===== src/rtl/sharpen_pkg.sv =====
// Shared definitions for the sharpen frame scheduler.
//   CNT_W          : width of the pixel and line counters
//   DEF_*          : default frame geometry (640x480, 8-clock vsync lead,
//                    16-clock line blanking)
//   state_t, ST_*  : scheduler FSM encoding, also exported on dbg_state
package sharpen_pkg;

  localparam int CNT_W = 11;
  localparam logic [CNT_W-1:0] CNT_ONE = 11'd1;

  localparam logic [CNT_W-1:0] DEF_IMG_HDISP = 11'd640;
  localparam logic [CNT_W-1:0] DEF_IMG_VDISP = 11'd480;
  localparam logic [7:0]       DEF_VS_LEAD   = 8'd8;
  localparam logic [7:0]       DEF_H_BLANK   = 8'd16;

  typedef logic [2:0] state_t;

  localparam state_t ST_IDLE   = 3'd0;
  localparam state_t ST_VLEAD  = 3'd1;
  localparam state_t ST_LINE   = 3'd2;
  localparam state_t ST_HBLANK = 3'd3;
  localparam state_t ST_DRAIN  = 3'd4;

endpackage


===== src/rtl/sharpen_drain_mon.sv =====
// Returned-line monitor for the sharpen pipeline output.
// Counts falling edges of post_img_href and raises done once NUM_LINES
// lines have come back. The count is held at NUM_LINES until clear.
//   clk, rst_n     : clock, asynchronous active-low reset
//   clear          : restart counting (pulsed when a frame is launched)
//   post_img_href  : href returned by the sharpen pipeline
//   done           : NUM_LINES returned lines seen since the last clear
module sharpen_drain_mon
  import sharpen_pkg::*;
#(
  parameter logic [CNT_W-1:0] NUM_LINES = DEF_IMG_VDISP
) (
  input  logic clk,
  input  logic rst_n,
  input  logic clear,
  input  logic post_img_href,
  output logic done
);

  logic             href_d;
  logic [CNT_W-1:0] line_cnt;
  logic             href_fall;

  assign href_fall = href_d & ~post_img_href;
  assign done      = (line_cnt == NUM_LINES);

  always_ff @(posedge clk or negedge rst_n) begin
    if (!rst_n) begin
      href_d   <= 1'b0;
      line_cnt <= '0;
    end else begin
      // The edge detector keeps tracking through a clear so that a line
      // ending right at the clear is not seen twice.
      href_d <= post_img_href;
      if (clear)
        line_cnt <= '0;
      else if (href_fall && !done)
        line_cnt <= line_cnt + CNT_ONE;
    end
  end

endmodule


===== src/rtl/sharpen_frame_sched.sv =====
// Frame scheduler feeding a sharpen pipeline from a gray pixel stream.
// Generates per_img_vsync/href timing for one frame (or back-to-back frames
// in continuous mode), gates the upstream stream into the pipeline, and waits
// for all lines to return before reporting frame_done.
//
// Ports
//   clk, rst_n                    : clock, asynchronous active-low reset
//   start, cont_mode, stop        : frame control (start accepted only when idle)
//   s_valid, s_data, s_ready      : upstream 8-bit gray pixel stream
//   per_img_vsync/href/gray       : sharpen pipeline input timing and data
//   post_img_vsync/href           : timing returned by the sharpen pipeline
//   busy, frame_done, err_underflow : status (frame_done one-clock pulse,
//                                     err_underflow sticky)
//   frame_cnt                     : completed-frame counter, present only
//                                   when SHARPEN_SCHED_FRAME_CNT_EN is defined
//   dbg_state                     : current FSM state
//
// Handshake: a pixel moves when s_valid & s_ready. s_ready is high for exactly
// the LINE clocks and does not depend on s_valid; the line never stalls, so a
// LINE clock without s_valid emits gray 0 and flags err_underflow.
module sharpen_frame_sched
  import sharpen_pkg::*;
#(
  parameter logic [CNT_W-1:0] IMG_HDISP = DEF_IMG_HDISP,
  parameter logic [CNT_W-1:0] IMG_VDISP = DEF_IMG_VDISP,
  parameter logic [7:0]       VS_LEAD   = DEF_VS_LEAD,
  parameter logic [7:0]       H_BLANK   = DEF_H_BLANK
) (
  input  logic       clk,
  input  logic       rst_n,
  input  logic       start,
  input  logic       cont_mode,
  input  logic       stop,
  input  logic       s_valid,
  input  logic [7:0] s_data,
  output logic       s_ready,
  output logic       per_img_vsync,
  output logic       per_img_href,
  output logic [7:0] per_img_gray,
  input  logic       post_img_vsync,
  input  logic       post_img_href,
  output logic       busy,
  output logic       frame_done,
  output logic       err_underflow,
`ifdef SHARPEN_SCHED_FRAME_CNT_EN
  output logic [15:0] frame_cnt,
`endif
  output state_t     dbg_state
);

  localparam logic [CNT_W-1:0] VLEAD_LAST  = CNT_W'(VS_LEAD) - CNT_ONE;
  localparam logic [CNT_W-1:0] LINE_LAST   = IMG_HDISP - CNT_ONE;
  localparam logic [CNT_W-1:0] HBLANK_LAST = CNT_W'(H_BLANK) - CNT_ONE;

  state_t           state;
  logic [CNT_W-1:0] cnt;         // clocks spent in the current timed state
  logic [CNT_W-1:0] lines_sent;
  logic             stop_pend;
  logic             cont_q;
  logic             drain_done;
  logic             start_ok;
  logic             drain_exit;
  logic             restart;
  logic             in_line;

  assign in_line    = (state == ST_LINE);
  assign start_ok   = (state == ST_IDLE) && start;
  assign drain_exit = (state == ST_DRAIN) && drain_done && !post_img_vsync;
  // A stop arriving on the exit clock itself still prevents the restart.
  assign restart    = cont_q && cont_mode && !(stop_pend || stop);

  assign s_ready       = in_line;
  assign per_img_href  = in_line;
  assign per_img_gray  = (in_line && s_valid) ? s_data : 8'd0;
  // vsync falls at the start of the final blanking so the pipeline sees the
  // frame end as early as possible.
  assign per_img_vsync = (state == ST_VLEAD) || in_line ||
                         ((state == ST_HBLANK) && (lines_sent != IMG_VDISP));
  assign busy          = (state != ST_IDLE);
  assign dbg_state     = state;

  // Returned-line counting spans the whole frame: with a short pipeline the
  // first lines come back long before DRAIN is reached.
  sharpen_drain_mon #(
    .NUM_LINES (IMG_VDISP)
  ) u_drain_mon (
    .clk           (clk),
    .rst_n         (rst_n),
    .clear         (start_ok || (drain_exit && restart)),
    .post_img_href (post_img_href),
    .done          (drain_done)
  );

  always_ff @(posedge clk or negedge rst_n) begin
    if (!rst_n) begin
      state         <= ST_IDLE;
      cnt           <= '0;
      lines_sent    <= '0;
      stop_pend     <= 1'b0;
      cont_q        <= 1'b0;
      err_underflow <= 1'b0;
      frame_done    <= 1'b0;
    end else begin
      frame_done <= drain_exit;
      if (stop && (state != ST_IDLE))
        stop_pend <= 1'b1;

      case (state)
        ST_IDLE: begin
          if (start) begin
            state         <= ST_VLEAD;
            cnt           <= '0;
            lines_sent    <= '0;
            err_underflow <= 1'b0;
            cont_q        <= cont_mode;
            // start and stop together: run this frame but do not repeat it
            stop_pend     <= stop;
          end
        end
        ST_VLEAD: begin
          if (cnt == VLEAD_LAST) begin
            state <= ST_LINE;
            cnt   <= '0;
          end else begin
            cnt <= cnt + CNT_ONE;
          end
        end
        ST_LINE: begin
          if (!s_valid)
            err_underflow <= 1'b1;
          if (cnt == LINE_LAST) begin
            state      <= ST_HBLANK;
            cnt        <= '0;
            lines_sent <= lines_sent + CNT_ONE;
          end else begin
            cnt <= cnt + CNT_ONE;
          end
        end
        ST_HBLANK: begin
          if (cnt == HBLANK_LAST) begin
            cnt   <= '0;
            state <= (lines_sent < IMG_VDISP) ? ST_LINE : ST_DRAIN;
          end else begin
            cnt <= cnt + CNT_ONE;
          end
        end
        ST_DRAIN: begin
          if (drain_exit) begin
            if (restart) begin
              state      <= ST_VLEAD;
              cnt        <= '0;
              lines_sent <= '0;
              cont_q     <= cont_mode;
            end else begin
              state     <= ST_IDLE;
              stop_pend <= 1'b0;
            end
          end
        end
        default: state <= ST_IDLE;
      endcase
    end
  end

`ifdef SHARPEN_SCHED_FRAME_CNT_EN
  always_ff @(posedge clk or negedge rst_n) begin
    if (!rst_n)
      frame_cnt <= 16'd0;
    else if (drain_exit)
      frame_cnt <= frame_cnt + 16'd1;
  end
`endif

endmodule

===== config.mk =====
export PLATFORM = sky130hd
export DESIGN_NAME = sharpen_frame_sched
export DESIGN_NICKNAME = d
export VERILOG_FILES = /design/src/rtl/sharpen_pkg.sv /design/src/rtl/sharpen_drain_mon.sv /design/src/rtl/sharpen_frame_sched.sv
export SDC_FILE = /design/constraint.sdc
export NUM_CORES = 1
export LEC_CHECK = 0
export ABC_AREA = 1
export ABC_CLOCK_PERIOD_IN_PS = 2250
export CAP_MARGIN = 15
export CORE_ASPECT_RATIO = 1.4
export CORE_MARGIN = 2
export CORE_UTILIZATION = 31
export CTS_CLUSTER_SIZE = 40
export DETAILED_ROUTE_END_ITERATION = 7
export GPL_TIMING_DRIVEN = 1
export PLACE_DENSITY_LB_ADDON = 0.05
export SLEW_MARGIN = 20
export SYNTH_ARGS = -nofsm -noshare
export SYNTH_HDL_FRONTEND = slang
export SYNTH_SLANG_ARGS = --single-unit

===== constraint.sdc =====
create_clock -name clk -period 2.25 [get_ports clk]
set_input_delay 0.45 -clock clk [delete_from_list [all_inputs] [get_ports clk]]
set_output_delay 0.45 -clock clk [all_outputs]
set_load 0.005 [all_outputs]

==> impl_metrics.prom <==
# TYPE chip_impl_metric gauge
chip_impl_metric{name="die-area",unit="um2"} 10000
chip_impl_metric{name="area.growth.synth_to_final",unit="%"} 25.2
chip_impl_metric{name="synth.distinct_cells",unit=""} 34
chip_impl_metric{name="path_max_fanout",unit=""} 7
chip_impl_metric{name="total_i_o_pin_count",unit=""} 33
chip_impl_metric{name="synth.net_count",unit=""} 451
chip_impl_info{name="r2r-start",value="cnt[0]"} 1
chip_impl_metric{name="synth_xor_area_frac",unit=""} 0.0337
chip_impl_metric{name="clock.fmax",unit="GHz"} 0.466
chip_impl_metric{name="worst_path_largest_cell_delay",unit="ns"} 0.53
chip_impl_metric{name="initial_core_util",unit=""} 0.318
chip_impl_metric{name="synth_compound_gate_area_share",unit=""} 0.0565
chip_impl_info{name="grt_setup_unrepaired",value="no"} 1
chip_impl_info{name="outcome",value="completed"} 1
chip_impl_info{name="topmost_layer_with_routed_signal_wires",value="met4"} 1
chip_impl_metric{name="ys.warnings.count",unit=""} 0
chip_impl_metric{name="port_buffers",unit=""} 32
chip_impl_metric{name="hold_buf_cts",unit=""} 0
chip_impl_info{name="reg2reg_end",value="dbg_state[1]"} 1
chip_impl_metric{name="num-fill-cells",unit=""} 988
chip_impl_metric{name="worst_r2r_path_depth",unit=""} 10
chip_impl_metric{name="routed-wl-met2",unit="um"} 4470
chip_impl_metric{name="detailed_place_hpwl",unit="um"} 6230
chip_impl_info{name="crit_path_slowest_cell",value="sky130_fd_sc_hd__clkdlybuf4s50_1"} 1
chip_impl_metric{name="detail_route.wirelength",unit="um"} 8250
chip_impl_metric{name="wl_met1",unit="um"} 3460
chip_impl_info{name="min_path_type",value="input pin to asynchronous set/reset pin"} 1
chip_impl_metric{name="routabilityCongestion",unit=""} 0.846
chip_impl_metric{name="leakage",unit="nW"} 1.80
chip_impl_metric{name="finClkSkew",unit="ns"} 0.00248
chip_impl_metric{name="grt_start_max_net_pins",unit=""} 25
chip_impl_metric{name="power_per_unit_of_standard_cell_area",unit="nW/um2"} 516
chip_impl_metric{name="tritoncts_num_sinks",unit=""} 41
chip_impl_metric{name="fin_crit_sh",unit=""} 0.955
chip_impl_info{name="crit_path_end_kind",value="primary output"} 1
chip_impl_metric{name="drt_iter0_markers",unit=""} 97
chip_impl_metric{name="minimum_clock_period_after_layout",unit="ns"} 2.15
chip_impl_metric{name="floorplan.die.width",unit="um"} 85.1
chip_impl_metric{name="grt_first_pass_wirelength",unit="um"} 13900
chip_impl_metric{name="slew_headroom",unit=""} 0.599
chip_impl_metric{name="first_global_vias",unit=""} 2794
chip_impl_metric{name="num_vias",unit=""} 2836
chip_impl_metric{name="regToRegSetupSlack",unit="ns"} 0.33
chip_impl_metric{name="met3RoutedLength",unit="um"} 191
chip_impl_metric{name="synth-simple-area-share",unit=""} 0.422
chip_impl_metric{name="drc",unit=""} 0
chip_impl_metric{name="viasPerCell",unit=""} 4.82
chip_impl_metric{name="finish.cell_count_without_fillers",unit=""} 588
chip_impl_metric{name="nets",unit=""} 501
chip_impl_metric{name="antenna-diode-count",unit=""} 0
chip_impl_metric{name="post_syn_area_per_cell",unit="um2"} 6.64
chip_impl_metric{name="share_of_post_route_cells_with_drive_strength_above_1",unit=""} 0.106
chip_impl_metric{name="vdd_drop_max",unit="mV"} 0.287
chip_impl_metric{name="register_area",unit="um2"} 1030
chip_impl_metric{name="route.antenna.remaining_nets",unit=""} 0
chip_impl_info{name="critical_path.cell_chain",value="nor2_4, nand2_2, inv_2, buf_4, clkdlybuf4s50_1"} 1
chip_impl_info{name="worst_setup_path_start_kind",value="flip-flop"} 1
chip_impl_metric{name="finalSetupViolCount",unit=""} 0
chip_impl_metric{name="number_of_slew_limit_violations_in_the_final_report",unit=""} 0
chip_impl_metric{name="fp.dieH",unit="um"} 118
chip_impl_metric{name="cts_max_level",unit=""} 2
chip_impl_metric{name="finalHoldViolations",unit=""} 0
chip_impl_metric{name="worstPathRequired",unit="ns"} 1.80
chip_impl_metric{name="gr-usage-all-layers",unit=""} 0.174
chip_impl_metric{name="share_of_synthesized_registers_carrying_an_async_set_or_reset",unit=""} 1.00
chip_impl_info{name="cts_tree",value="done"} 1
chip_impl_info{name="path_class",value="flip-flop to primary output"} 1
chip_impl_metric{name="coreArea",unit="um2"} 8980
chip_impl_metric{name="placedCellCount",unit=""} 577
chip_impl_info{name="main_combinational_cell_family_by_area_after_synthesis",value="simple AND/OR/NAND/NOR gates"} 1
chip_impl_metric{name="mappedNetlistArea",unit="um2"} 2860
chip_impl_metric{name="setup-tns-final",unit="ns"} 0
chip_impl_metric{name="cts.clk_slew.worst_paths",unit="ns"} 0.06
chip_impl_info{name="cts_root_buf",value="sky130_fd_sc_hd__clkbuf_16"} 1
chip_impl_metric{name="max_cap_viol_count",unit=""} 0
chip_impl_info{name="ys_dominant_reg_cell",value="sky130_fd_sc_hd__dfrtp_1"} 1
chip_impl_metric{name="synth_adder_area_share",unit=""} 0.0219
chip_impl_metric{name="synth.mux.area_fraction",unit=""} 0
chip_impl_metric{name="timing_worst_slew_pin_value",unit="ns"} 0.602
chip_impl_metric{name="synth_enable_flop_cells",unit=""} 0
chip_impl_metric{name="rows",unit=""} 41
chip_impl_metric{name="detail_route.first_pass.iterations",unit=""} 4
chip_impl_metric{name="ys_seq_area_frac",unit=""} 0.359
chip_impl_metric{name="insertion_delay",unit="ns"} 0.29
chip_impl_metric{name="synth_cells",unit=""} 430
chip_impl_metric{name="worst-endpoint-arrival",unit="ns"} 1.70
chip_impl_metric{name="ys_ff_latch",unit=""} 41
chip_impl_metric{name="antenna_violations_before_repair",unit=""} 0
chip_impl_metric{name="cts-root-to-sink-buffers",unit=""} 2
chip_impl_metric{name="grt_overflow",unit=""} 0
chip_impl_metric{name="detail_route.wl_per_cell",unit="um"} 14.0
chip_impl_metric{name="cts_buffers",unit=""} 5
chip_impl_metric{name="multi_input_logic_area",unit="um2"} 1550
[area by class of cell]
type / count / area share
Timing Repair Buffer: 56 / 0.140
Sequential cell: 41 / 0.287
Clock buffer: 6 / 0.0361
Inverter: 59 / 0.0620
Clock inverter: 2 / 0.00280
Multi-Input combinational cell: 317 / 0.434
Tap cell: 107 / 0.0375
[critical path, delay by kind of cell, from the launching register on]
family | cells | cell delay, ns
flops | 1 | 0.41
simple gates | 2 | 0.22
buf+inv | 3 | 0.78
[flip-flops by register name, indices dropped and copies added, names as in the netlist]
name / count
u_drain_mon.line_cnt: 11
stop_pend: 1
cont_q: 1
frame_done: 1
err_underflow: 1
lines_sent: 11
dbg_state: 3
u_drain_mon.href_d: 1
cnt: 11
[cells in the final DEF (no fill, tap or decap), types with 2 or more instances in the layout]
cell / Yosys / routed
sky130_fd_sc_hd__nor2_1: 57 / 53
sky130_fd_sc_hd__buf_4: 3 / 24
sky130_fd_sc_hd__clkdlybuf4s50_1: 0 / 29
sky130_fd_sc_hd__o2111ai_1: 2 / 2
sky130_fd_sc_hd__inv_1: 57 / 57
sky130_fd_sc_hd__dfrtp_1: 41 / 40
sky130_fd_sc_hd__nor3_1: 10 / 10
sky130_fd_sc_hd__nand3b_1: 2 / 2
sky130_fd_sc_hd__nand3_1: 47 / 47
sky130_fd_sc_hd__xnor2_1: 3 / 3
sky130_fd_sc_hd__o21ai_0: 4 / 4
sky130_fd_sc_hd__dlymetal6s2s_1: 0 / 2
sky130_fd_sc_hd__a21oi_1: 8 / 8
sky130_fd_sc_hd__clkbuf_16: 0 / 5
sky130_fd_sc_hd__inv_2: 2 / 2
sky130_fd_sc_hd__nand4_1: 17 / 17
sky130_fd_sc_hd__nand2_2: 2 / 2
sky130_fd_sc_hd__xor2_1: 8 / 8
sky130_fd_sc_hd__nor2_2: 3 / 6
sky130_fd_sc_hd__nand2_4: 1 / 2
sky130_fd_sc_hd__o21ai_1: 3 / 3
sky130_fd_sc_hd__nor2_4: 2 / 3
sky130_fd_sc_hd__ha_1: 5 / 5
sky130_fd_sc_hd__clkinv_2: 0 / 2
sky130_fd_sc_hd__nand2_1: 132 / 131
[layer usage]
metal  vias to the layer above  track usage
met5                         -            0
met4                         0       0.0516
met3                         8       0.0252
met2                        39        0.326
met1                      1333        0.198
li1                       1456            -
[synthesized netlist by cell type, drive strengths merged, types with 2 or more instances]
cell / count / area (um2)
xor2: 8 / 70.1
nor2: 62 / 255
nor3: 10 / 50.1
o2111ai: 2 / 17.5
nand2: 135 / 519
o21ai: 7 / 35.0
nand3b: 2 / 15.0
dfrtp: 41 / 1030
xnor2: 3 / 26.3
nand3: 48 / 245
nand4: 17 / 106
clkbuf: 2 / 7.51
buf: 11 / 75.1
o31ai: 2 / 15.0
inv: 59 / 221
a21oi: 9 / 56.3
ha: 5 / 62.6
[power by group]
part           total [mW]  leakage [nW]  switching [mW]  internal [mW]
Sequential          0.851         0.529          0.0613          0.790
Combinational       0.279          1.20           0.158          0.121
Clock               0.714        0.0706           0.306          0.408
Total                1.84          1.80           0.525           1.32
[through the flow]
stage	area (um2)	hold slack (ns)	setup WS, ns	utilization	power, mW
2_1_floorplan	2860	0.154	0.571	-	1.02
3_3_place_gp	3380	0.459	0.0666	0.376	1.14
3_5_place_dp	3380	0.465	0.0486	0.376	1.15
4_1_cts	3550	0.189	0.00183	0.396	1.88
5_1_grt	3570	0.220	0.0145	0.398	1.95
6_report	3570	0.164	0.102	0.398	1.84
[how the worst max path moves through the flow]
stage          depth (start not counted)           from  slack [ns]              end
3_5_place_dp                           4        s_valid        0.05  per_img_gray[5]
2_1_floorplan                         12         cnt[0]        0.57    lines_sent[0]
3_3_place_gp                           4        s_valid        0.07  per_img_gray[2]
4_1_cts                                6  lines_sent[8]       0.002    per_img_vsync
5_1_grt                                6   dbg_state[0]        0.01  per_img_gray[1]
6_report                               5   dbg_state[0]        0.10          s_ready
[cells by family after synthesis]
logic type,Yosys count
AOI/OAI and AO/OA,25
xor gates and xnor gates,11
adders and majority gates,5
buffers and inverters,72
DFF,41
and+or+nand+nor,276
[timing repair]
| action | 4_1_cts | 5_1_grt |
|---|---|---|
| setup endpoints to repair | 9 | 9 |
| pin swaps | 1 | 1 |
| setup buffers | 3 | 0 |
| gates resized for setup | 5 | 6 |
(Power assumes the default switching activity.)
